### src/rtl/trng_ctrl.sv
// Ring-oscillator TRNG controller. It warms the oscillators up, samples raw_bit
// every SAMPLE_DIV cycles into a word, and runs a repetition-count health test.
module trng_ctrl #(
    parameter int WARMUP_CYCLES = 64,
    parameter int SAMPLE_DIV    = 4,
    parameter int REP_LIMIT     = 32,
    parameter int WORD_WIDTH    = 32
) (
    input  logic                  clock,
    input  logic                  reset_n,
    input  logic                  run,
    input  logic                  raw_bit,
    input  logic                  clear_fail,
    output logic                  ro_enable,
    output logic [WORD_WIDTH-1:0] word_data,
    output logic                  word_valid,
    input  logic                  word_ready,
    output logic                  health_fail,
    output logic                  busy
);

    // Every counter is sized to hold its limit value, so no parameter value can wrap it
    localparam int WARM_W = $clog2(WARMUP_CYCLES + 1);
    localparam int DIV_W  = $clog2(SAMPLE_DIV + 1);
    localparam int BIT_W  = $clog2(WORD_WIDTH + 1);
    localparam int REP_W  = $clog2(REP_LIMIT + 1);

    typedef enum logic [2:0] {IDLE, WARMUP, COLLECT, HOLD, FAIL} state_t;

    state_t                state;
    logic [WARM_W-1:0]     warm_cnt;
    logic [DIV_W-1:0]      div_cnt;
    logic [BIT_W-1:0]      bit_cnt;
    logic [REP_W-1:0]      rep_cnt;
    logic [REP_W-1:0]      rep_next;
    logic [WORD_WIDTH-1:0] shreg;
    logic [WORD_WIDTH-1:0] shifted;
    logic                  prev_bit;
    logic                  first_smp;
    logic                  sample_tick;

    always_comb begin
        sample_tick = (div_cnt == DIV_W'(SAMPLE_DIV - 1));
        shifted     = {shreg[WORD_WIDTH-2:0], raw_bit};
        if (first_smp || (raw_bit != prev_bit))
            rep_next = REP_W'(1);
        else if (rep_cnt == REP_W'(REP_LIMIT))
            rep_next = rep_cnt;
        else
            rep_next = rep_cnt + REP_W'(1);
    end

    always_ff @(posedge clock or negedge reset_n) begin
        if (!reset_n) begin
            state       <= IDLE;
            ro_enable   <= 1'b0;
            word_valid  <= 1'b0;
            health_fail <= 1'b0;
            busy        <= 1'b0;
            word_data   <= '0;
            shreg       <= '0;
            warm_cnt    <= '0;
            div_cnt     <= '0;
            bit_cnt     <= '0;
            rep_cnt     <= '0;
            prev_bit    <= 1'b0;
            first_smp   <= 1'b1;
        end else begin
            case (state)
                IDLE: begin
                    if (run) begin
                        state     <= WARMUP;
                        ro_enable <= 1'b1;
                        busy      <= 1'b1;
                        warm_cnt  <= '0;
                    end
                end
                WARMUP: begin
                    if (!run) begin
                        state     <= IDLE;
                        ro_enable <= 1'b0;
                        busy      <= 1'b0;
                    end else if (warm_cnt == WARM_W'(WARMUP_CYCLES - 1)) begin
                        state     <= COLLECT;
                        div_cnt   <= '0;
                        bit_cnt   <= '0;
                        rep_cnt   <= '0;
                        first_smp <= 1'b1;
                    end else begin
                        warm_cnt <= warm_cnt + WARM_W'(1);
                    end
                end
                COLLECT: begin
                    if (!run) begin
                        state     <= IDLE;
                        ro_enable <= 1'b0;
                        busy      <= 1'b0;
                    end else if (sample_tick) begin
                        div_cnt   <= '0;
                        shreg     <= shifted;
                        prev_bit  <= raw_bit;
                        first_smp <= 1'b0;
                        rep_cnt   <= rep_next;
                        // A health failure wins over a word completing on the same sample
                        if (rep_next == REP_W'(REP_LIMIT)) begin
                            state       <= FAIL;
                            ro_enable   <= 1'b0;
                            busy        <= 1'b0;
                            health_fail <= 1'b1;
                        end else if (bit_cnt == BIT_W'(WORD_WIDTH - 1)) begin
                            state      <= HOLD;
                            word_data  <= shifted;
                            word_valid <= 1'b1;
                            bit_cnt    <= '0;
                        end else begin
                            bit_cnt <= bit_cnt + BIT_W'(1);
                        end
                    end else begin
                        div_cnt <= div_cnt + DIV_W'(1);
                    end
                end
                HOLD: begin
                    if (word_ready) begin
                        word_valid <= 1'b0;
                        if (run) begin
                            state   <= COLLECT;
                            div_cnt <= '0;
                            bit_cnt <= '0;
                        end else begin
                            state     <= IDLE;
                            ro_enable <= 1'b0;
                            busy      <= 1'b0;
                        end
                    end
                end
                FAIL: begin
                    if (clear_fail) begin
                        state       <= IDLE;
                        health_fail <= 1'b0;
                    end
                end
                default: begin
                    state      <= IDLE;
                    ro_enable  <= 1'b0;
                    word_valid <= 1'b0;
                    busy       <= 1'b0;
                end
            endcase
        end
    end

endmodule

### config.mk
export PLATFORM = sky130hd
export DESIGN_NAME = trng_ctrl
export DESIGN_NICKNAME = d
export VERILOG_FILES = /design/src/rtl/trng_ctrl.sv
export SDC_FILE = /design/constraint.sdc
export NUM_CORES = 1
export LEC_CHECK = 0
export ABC_AREA = 1
export ABC_CLOCK_PERIOD_IN_PS = 1800
export CORE_ASPECT_RATIO = 1.2
export CORE_MARGIN = 2
export CORE_UTILIZATION = 51
export DETAILED_ROUTE_END_ITERATION = 8
export HOLD_SLACK_MARGIN = 0.02
export PLACE_DENSITY = 0.75
export SYNTH_ARGS = -nofsm -noshare
export SYNTH_HDL_FRONTEND = slang
export SYNTH_SLANG_ARGS = --single-unit
### constraint.sdc
create_clock -name clock -period 1.8 [get_ports clock]
set_clock_uncertainty 0.2 [all_clocks]
set_input_delay 0.27 -clock clock [delete_from_list [all_inputs] [get_ports clock]]
set_output_delay 0.27 -clock clock [all_outputs]
set_load 0.02 [all_outputs]
==> flow_summary.toml <==
[timing]
worst_slack_ns = -0.4074
fin_crit_ns = 2.207
slew_violations = 0
setup_viol = 82
whs_ns = 0.09698
slew_headroom_pct = 68.42
worst_pin_slew_ns = 0.4697
fmax_ghz = 0.4530
period_share_pct = 122.6
finalHoldViolations = 0
grt_setup_unrepaired = "yes"

[setup_path]
endpoint_kind = "register"
reg2regPathDepth = 11
worstReg2RegEnd = "word_data[12]"
cp.arrival_ns = 2.27
worstPathRequired_ns = 1.86
r2r-start = "rep_cnt[0]"
crit_type = "reg2reg"
cp-start-kind = "register"
r2r_slack_ns = -0.41
critPathMaxFanout = 7

[layout]
nFillCells = 475
antenna_cells = 0
nNetsFinal = 615
fin_area_um2 = 6360
areaGrowthSynthToFinish_pct = 49.19
drive_gt1_share_pct = 42.20

[synthesis]
synth_edf_count = 0
synth_area_leader_cell = "dfrtp_1"
yosysMostFrequentCell = "nand2_1"
synth_adder_area_share_pct = 1.468
ys_seq_elements = 93
synthCells = 477
muxShareOfSynthArea_pct = 0
yosysSeqAreaShare_pct = 54.62
synth_area_um2 = 4263
synth_common_cells = "nand2_1, dfrtp_1, inv_1"
synth_top_area_share_pct = 54.01
synthSimpleGateAreaFrac_pct = 20.40
synthFlopType = "dfrtp_1"
synth_cell_types = 31
synth_top_family_by_area = "simple AND/OR/NAND/NOR gates"
synth_compound_area_share_pct = 14.21
synthTopCellsByArea = "dfrtp_1, nand2_1, o21ai_2"
syn_nets = 488
avgSynthCellArea_um2 = 8.937
synth_warnings = 0
synth-xor-area-share_pct = 0.8218
async_flop_share_pct = 100.0

[detailed_routing]
vias = 3898
wl_per_cell_um = 17.90
totalWireLength_um = 12600
first_iter_violations = 316
vias_per_cell = 5.537
drc = 0
ant_nets = 0
dr.pass1.iters = 5

[clocking]
tritoncts = "done"
clock_sinks = 93
cts_buffers = 9
insertion_delay_ns = 0.37
clockRootBuffer = "clkbuf_8"
cts_buffer_depth = 2
clkTransAtPathRegs_ns = 0.10
cts-htree-levels = 3

[floorplan]
rows = 36
core_um2 = 8108
die_area_um2 = 9109
fp.dieH_um = 104.2
start_util_pct = 52.58
die_w_um = 87.46
io_pins = 42

[min_path]
hold_class = "in2async"

[power_and_ir_drop]
power_mw = 7.222
peakVddDrop_mv = 0.7501
power_leakage_nw = 3.246
powerDensity_nw_per_um2 = 1136

[global_route]
antenna_found_initial = 0
grtUsageTotal_pct = 21.79
grt-ovfl-total = 0
grt_pass1_wl_um = 15990
grt_pass1_vias = 3590
grt_max_degree = 48

[placement]
pre_cts_slack_ns = -0.5495
io_buffers = 41
dp_hpwl_um = 6193
place_congestion = 0.9459
postPlaceCellArea_um2 = 5187

[status]
status = "finished, violations left"
violations = "negative setup slack"

[flow_run]
drv_cap = 0
==> kinds of logic after synthesis <==
kind of cell / Yosys count
flops: 93
simple gates: 200
compound gates: 92
buf+inv: 83
fa+ha+maj: 5
xor+xnor: 4
==> worst max-delay path: stages, from the launching register on <==
cell and delay [ns]:
dfrtp_1 0.44, ha_2 0.24, nand3_2 0.09, xor2_1 0.20
nand2_1 0.14, inv_2 0.08, nor2_2 0.05, nand2_4 0.10
nand3_4 0.20, clkbuf_16 0.26, nand2_2 0.07, o21ai_2 0.05
==> area by class of cell <==
class / instances / area (um2) / area share [%]
well taps: 95 / 118.9 / 1.869
clock buffers: 9 / 123.9 / 1.948
clock inverters: 7 / 67.56 / 1.062
multi-input cells: 302 / 2074 / 32.62
repair buffers: 131 / 1386 / 21.80
inverters: 67 / 259.0 / 4.072
flip-flops and latches: 93 / 2330 / 36.63
==> cells in the final DEF, fill, tap and decap left out, drive strengths merged, types with 5 or more instances in the layout <==
cell          synthesis  final
o21ai                75     75
nand3                25     26
dfrtp                92     92
dlygate4sd2           0     28
dlymetal6s2s          0      8
a21oi                 6      6
ha                    5      5
nor2                 31     31
clkbuf                6     17
nand4                15     15
nand2               121    121
buf                  10     82
inv                  67     70
==> state kept, by name (all words and copies together) (netlist names) <==
signal and cells:
first_smp 1, warm_cnt 7, word_valid 1, word_data 32
shreg 31, ro_enable 1, state 3, div_cnt 3
health_fail 1, busy 1, rep_cnt 6, bit_cnt 6
==> power breakdown <==
| part | total, mW | switching (mW) | internal, mW |
|---|---|---|---|
| Sequential | 3.02 | 0.406 | 2.61 |
| Clock | 1.38 | 0.846 | 0.537 |
| Combinational | 2.82 | 1.65 | 1.18 |
==> repair_timing <==
| item | 4_1_cts | 5_1_grt |
|---|---|---|
| hold buffers | 1 | 0 |
| endpoints found under the setup margin | 88 | 101 |
| buffers inserted | 15 | 8 |
| gates cloned | 1 | 14 |
| pin swaps | 6 | 14 |
| resized for setup | 75 | 145 |
| endpoints found under the hold margin | 92 | 0 |
==> metrics by stage <==
stage,util [%],std cells,setup TNS (ns)
floorplan,-,477,-1.182
global placement,63.98,650,-20.97
detailed placement,63.98,650,-24.97
CTS,69.37,683,-6.169
global route,78.44,704,-23.93
finish,78.44,704,-16.92
==> how the worst max path moves through the flow <==
stage / from / end / slack, ns
2_1_floorplan: state[2] / word_data[10] / -0.04
3_3_place_gp: raw_bit / bit_cnt[1] / -0.45
3_5_place_dp: raw_bit / bit_cnt[5] / -0.55
4_1_cts: rep_cnt[1] / word_data[30] / -0.18
5_1_grt: rep_cnt[0] / word_data[3] / -0.49
6_report: rep_cnt[0] / word_data[12] / -0.41
==> metal layers <==
| metal | wire [um] | vias to the layer above | global-route usage [%] |
|---|---|---|---|
| met5 | 0 | - | 0 |
| met4 | 289 | 0 | 7.582 |
| met3 | 634 | 28 | 4.762 |
| met2 | 6752 | 129 | 35.61 |
| met1 | 4924 | 1945 | 28.38 |
| li1 | - | 1796 | - |
Power figures use the tool's default switching activity.
